$ cat src/rtl/seq_divider8_if.sv
// Operand/result handshake bundle for the sequential divider.
// The master modport is the requesting side; the slave modport is the divider.
interface seq_divider8_if #(
  parameter int unsigned WIDTH = 8
);
  logic             in_valid;
  logic             in_ready;
  logic [WIDTH-1:0] dividend;
  logic [WIDTH-1:0] divisor;
  logic             out_valid;
  logic             out_ready;
  logic [WIDTH-1:0] quotient;
  logic [WIDTH-1:0] remainder;
  logic             div_by_zero;

  modport master (
    output in_valid, dividend, divisor, out_ready,
    input  in_ready, out_valid, quotient, remainder, div_by_zero
  );

  modport slave (
    input  in_valid, dividend, divisor, out_ready,
    output in_ready, out_valid, quotient, remainder, div_by_zero
  );
endinterface

$ cat src/rtl/seq_divider8.sv
// Iterative unsigned restoring divider: one quotient bit per clock,
// operands and results exchanged over valid/ready handshakes.
module seq_divider8 #(
  parameter int unsigned WIDTH = 8
) (
  input  logic         clk,
  input  logic         rst_n,
  seq_divider8_if.slave bus
);
  localparam int unsigned CW = $clog2(WIDTH);

  typedef enum logic [1:0] {
    IDLE = 2'd0,
    CALC = 2'd1,
    DONE = 2'd2
  } state_t;

  state_t           state;
  state_t           state_nx;
  logic [WIDTH-1:0] q;
  logic [WIDTH-1:0] rem;
  logic [WIDTH-1:0] dvsr;
  logic [CW-1:0]    cnt;
  logic             dbz;
  logic             rdy;
  logic             accept;
  logic             last_step;
  logic [WIDTH:0]   r;
  logic [WIDTH:0]   t;

  // Trial subtract; t[WIDTH] set means borrow, so the shifted value is kept.
  always_comb begin
    r = {rem, q[WIDTH-1]};
    t = r - {1'b0, dvsr};
  end

  always_ff @(posedge clk or negedge rst_n) begin
    if (!rst_n) state <= IDLE;
    else        state <= state_nx;
  end

  always_comb begin
    state_nx  = state;
    rdy       = 1'b0;
    last_step = (state == CALC) && (cnt == CW'(WIDTH - 1));
    case (state)
      IDLE:    rdy = rst_n;
      DONE:    rdy = rst_n & bus.out_ready;
      default: rdy = 1'b0;
    endcase
    accept = bus.in_valid & rdy;
    if (accept)
      state_nx = (bus.divisor == '0) ? DONE : CALC;
    else if (last_step)
      state_nx = DONE;
    else if ((state == DONE) && bus.out_ready)
      state_nx = IDLE;
  end

  always_ff @(posedge clk or negedge rst_n) begin
    if (!rst_n) begin
      q    <= '0;
      rem  <= '0;
      dvsr <= '0;
      cnt  <= '0;
      dbz  <= 1'b0;
    end else if (accept) begin
      dvsr <= bus.divisor;
      cnt  <= '0;
      if (bus.divisor == '0) begin
        q   <= '1;
        rem <= bus.dividend;
        dbz <= 1'b1;
      end else begin
        q   <= bus.dividend;
        rem <= '0;
        dbz <= 1'b0;
      end
    end else if (state == CALC) begin
      cnt <= cnt + CW'(1);
      rem <= t[WIDTH] ? r[WIDTH-1:0] : t[WIDTH-1:0];
      q   <= {q[WIDTH-2:0], ~t[WIDTH]};
    end
  end

  assign bus.in_ready    = rdy;
  assign bus.out_valid   = (state == DONE);
  assign bus.quotient    = q;
  assign bus.remainder   = rem;
  assign bus.div_by_zero = dbz;
endmodule

$ cat src/flat_wrapper.sv
// flat-port wrapper written by rule: the top's interface ports become plain ports
module seq_divider8_flat 
#(
  parameter int unsigned WIDTH = 8
)
  (clk, rst_n, bus_in_valid, bus_dividend, bus_divisor, bus_out_ready, bus_in_ready, bus_out_valid, bus_quotient, bus_remainder, bus_div_by_zero);
  seq_divider8_if #(.WIDTH(WIDTH)) bus_i ();
  input  logic clk;
  input  logic rst_n;
  input wire logic [$bits(bus_i.in_valid)-1:0] bus_in_valid;
  input wire logic [$bits(bus_i.dividend)-1:0] bus_dividend;
  input wire logic [$bits(bus_i.divisor)-1:0] bus_divisor;
  input wire logic [$bits(bus_i.out_ready)-1:0] bus_out_ready;
  output wire logic [$bits(bus_i.in_ready)-1:0] bus_in_ready;
  output wire logic [$bits(bus_i.out_valid)-1:0] bus_out_valid;
  output wire logic [$bits(bus_i.quotient)-1:0] bus_quotient;
  output wire logic [$bits(bus_i.remainder)-1:0] bus_remainder;
  output wire logic [$bits(bus_i.div_by_zero)-1:0] bus_div_by_zero;
  assign bus_i.in_valid = bus_in_valid;
  assign bus_i.dividend = bus_dividend;
  assign bus_i.divisor = bus_divisor;
  assign bus_i.out_ready = bus_out_ready;
  assign bus_in_ready = bus_i.in_ready;
  assign bus_out_valid = bus_i.out_valid;
  assign bus_quotient = bus_i.quotient;
  assign bus_remainder = bus_i.remainder;
  assign bus_div_by_zero = bus_i.div_by_zero;
  seq_divider8 #(.WIDTH(WIDTH)) u_core (.clk(clk), .rst_n(rst_n), .bus(bus_i));
endmodule
$ cat config.mk
export PLATFORM = sky130hd
export DESIGN_NAME = seq_divider8_flat
export DESIGN_NICKNAME = d
export VERILOG_FILES = /design/src/rtl/seq_divider8_if.sv /design/src/rtl/seq_divider8.sv /design/src/flat_wrapper.sv
export SDC_FILE = /design/constraint.sdc
export NUM_CORES = 1
export LEC_CHECK = 0
export BUFFER_PORTS_ARGS = -buffer_cell sky130_fd_sc_hd__buf_2
export CORE_UTILIZATION = 25
export DETAILED_ROUTE_END_ITERATION = 10
export SLEW_MARGIN = 20
export SYNTH_ARGS = -nofsm -noshare
export SYNTH_HDL_FRONTEND = slang
export SYNTH_SLANG_ARGS = --single-unit
$ cat constraint.sdc
create_clock -name clk -period 2.8 [get_ports clk]
set_input_delay 0.7 -clock clk [delete_from_list [all_inputs] [get_ports clk]]
set_output_delay 0.7 -clock clk [all_outputs]
set_load 0.02 [all_outputs]
==> metrics.txt <==
CTS Buffer Depth 2; Clock Skews 0.00907 ns; IO Pins 39; routed wire length per instance 14.1 um; CP max-delay cell fa_1; yosys warns 0; Placement Setup Slack 0.336 ns; Final period util 90.4%; Worst Path Arrival 2.74 ns; vias per cell 4.74; CTS root buf clkbuf_8; worst-path fanout max 8; first-pass GRT wire length 7500 um; Area Overhead vs Synth 23.0%; grt ovf 0; max frequency 0.395 GHz; Storage cell area 751 um^2; Tmin final 2.53 ns; CTS Buf Count 5; Post-synth EDFFs 0; Power per Cell Area 1470 mW/mm^2; worst path cell trace inv_1 -> ha_1 -> inv_1 -> fa_1 -> a211oi_2 -> nor3_2 -> mux2i_2 -> nand2_4 -> mux2_4 -> o211ai_2; Inserted Diodes 0; number of DRC markers in iteration 0 89; Reg clk slew, reported paths 0.07 ns; vias in the first global route 1493; CTS H-tree lvls 2; site row count 31; wirelength, routed 4810 um; Seq/Total Area, Yosys 39.6%; die width 89.1 um; cell mode on critical path inv_1; DR pass1 iterations 4; setup TNS 0 ns; Die ar. 0.00793 mm^2; Die Span Y 89.1 um; largest net degree at the start of global routing 31; via count of the routed design 1620; Syn Area/Cell 9.57 um^2; Fin. Hold Viols 0; Initial Util 26.0%; Final GP Congestion 0.786; Yosys cell types 53; Syn Nets 229; Least-Margin Pin Slew 0.460 ns; Setup Buffers After CTS 0; Slew Viols, Final 0; hold_buf cts 0; final setup vio count 0; flop2flop setup slack 0.27 ns; nets 273; Syn Inst Count 198; RSZ-0062 raised after global routing false; status completed; Clock Latency Late Sink 0.29 ns; dominant synthesized flop cell dfrtp_1; initial antenna violation count 0; Tot GR Track Use 12.9%; max-cap violations 0; LEAKAGE 1.09 nW; PortBufs 38; kind of start point of the critical path flop; register bit count reported by yosys 30; core area 0.00729 mm^2; CTS tree yes; Setup WS post-layout 0.268 ns; CTS sink cnt 30; CP required 3.01 ns; peak supply drop 0.394 mV; PostCTS Resize Cnt 0; Rel. slew slack 69.3%; DRC violations left 0; HPWL Detailed 3710 um; type of the worst setup path flop to flop; multi-input logic area 0.00108 mm^2; layout cells sized above 1 29.2%; Final ANT Viol Nets 0; Post-Syn Area 0.00190 mm^2; # fillers 807; slowest stage delay, CP 0.42 ns; Synth async-reset ratio 100%; endpoint class of the critical path flop; Min-Delay Path Class input port to async pin
==> cell usage in the layout (no fill, tap or decap), types with 4 or more instances in the layout <==
cell / n
a22oi_1: 4
dfrtp_1: 30
ha_1: 10
o22ai_1: 6
buf_2: 38
clkbuf_8: 5
o21ai_0: 22
mux2i_1: 5
xnor2_1: 5
a21o_1: 8
a21oi_1: 6
nand2_1: 32
inv_1: 10
buf_4: 5
==> flip-flops by register name, summed over array words and instances (netlist names) <==
signal and flops:
u_core.bus.quotient 8, u_core.bus.remainder 8, u_core.dvsr 8, u_core.cnt 3, u_core.state 2, u_core.bus.div_by_zero 1
==> area by class of cell <==
class	instances	share of cell area [%]
timing repair buffer	43	9.76
sequential	30	32.2
clock buffer	5	2.95
multi-input combinational	152	46.5
clock inverter	3	1.72
tap	99	5.31
inverter	10	1.61
==> path summary, 6_finish.rpt <==
path | start | to | cells after the start
max | u_core.bus.quotient[7] | u_core.bus.remainder[0] | 10
min | rst_n | u_core.bus.div_by_zero | 2
max reg2reg | u_core.bus.quotient[7] | u_core.bus.remainder[0] | 10
min reg2reg | u_core.bus.div_by_zero | u_core.bus.div_by_zero | 1
max in group asynchronous | rst_n | u_core.bus.quotient[5] | 2
min in group clk | u_core.bus.div_by_zero | u_core.bus.div_by_zero | 1
==> metrics by stage <==
stage | utilization [%] | std cells | area [um^2] | total power [W] | hold slack (ns)
3_3_place_gp | 30.5 | 334 | 2220 | 0.00298 | 0.482
5_1_grt | 32.0 | 342 | 2330 | 0.00368 | 0.519
3_5_place_dp | 30.5 | 334 | 2220 | 0.00301 | 0.486
6_report | 32.0 | 342 | 2330 | 0.00344 | 0.469
4_1_cts | 32.0 | 342 | 2330 | 0.00346 | 0.489
2_1_floorplan | - | 198 | 1900 | 0.00249 | 0.404
==> report_power, final <==
| group | switching (W) | leakage, nW | internal [W] |
|---|---|---|---|
| Clock | 0.000171 | 0.0579 | 0.000262 |
| Combinational | 0.00121 | 0.663 | 0.000944 |
| Sequential | 0.000194 | 0.370 | 0.000652 |
| Total | 0.00158 | 1.09 | 0.00186 |
==> cell usage after synthesis, drive strengths merged (4+ instances only) <==
master	instances	area share, %
clkbuf	5	0.99
nor3	5	1.8
mux2i	6	3.4
xnor2	5	2.3
inv	10	2.0
ha	10	6.6
dfrtp	30	40
a21oi	8	2.5
o21ai	22	5.8
a21o	9	3.6
a22oi	4	1.6
nand2	34	7.3
o22ai	6	2.0
==> worst max-delay path, delay by kind of cell (launching register included) <==
| kind | cells | cell delay, ns |
|---|---|---|
| AND/OR/NAND/NOR | 2 | 0.28 |
| buffers and inverters | 2 | 0.17 |
| adder cells (fa/ha/maj) | 2 | 0.57 |
| flip-flops | 1 | 0.40 |
| multiplexers | 2 | 0.63 |
| AO/OA/AOI/OAI | 2 | 0.41 |
==> cell families (layout without fill, tap and decap cells) <==
family | Yosys count | in the layout | share of synthesized area [%]
AO/OA/AOI/OAI | 66 | 66 | 24.9
AND/OR/NAND/NOR | 59 | 59 | 16.0
flip-flops | 30 | 30 | 39.6
buffers and inverters | 16 | 61 | 3.23
adder cells (fa/ha/maj) | 11 | 11 | 7.66
multiplexers | 9 | 9 | 5.35
XOR/XNOR | 7 | 7 | 3.23
==> routing by layer <==
metal  vias up  routed length [um]  global-route usage (%)
li1        815                   -                       -
met1       763                2400                    17.5
met2        35                2120                    19.8
met3         7                 218                    3.14
met4         0                  67                    4.76
met5         -                   0                       0
Note: power is estimated with default switching activity, not from simulation.
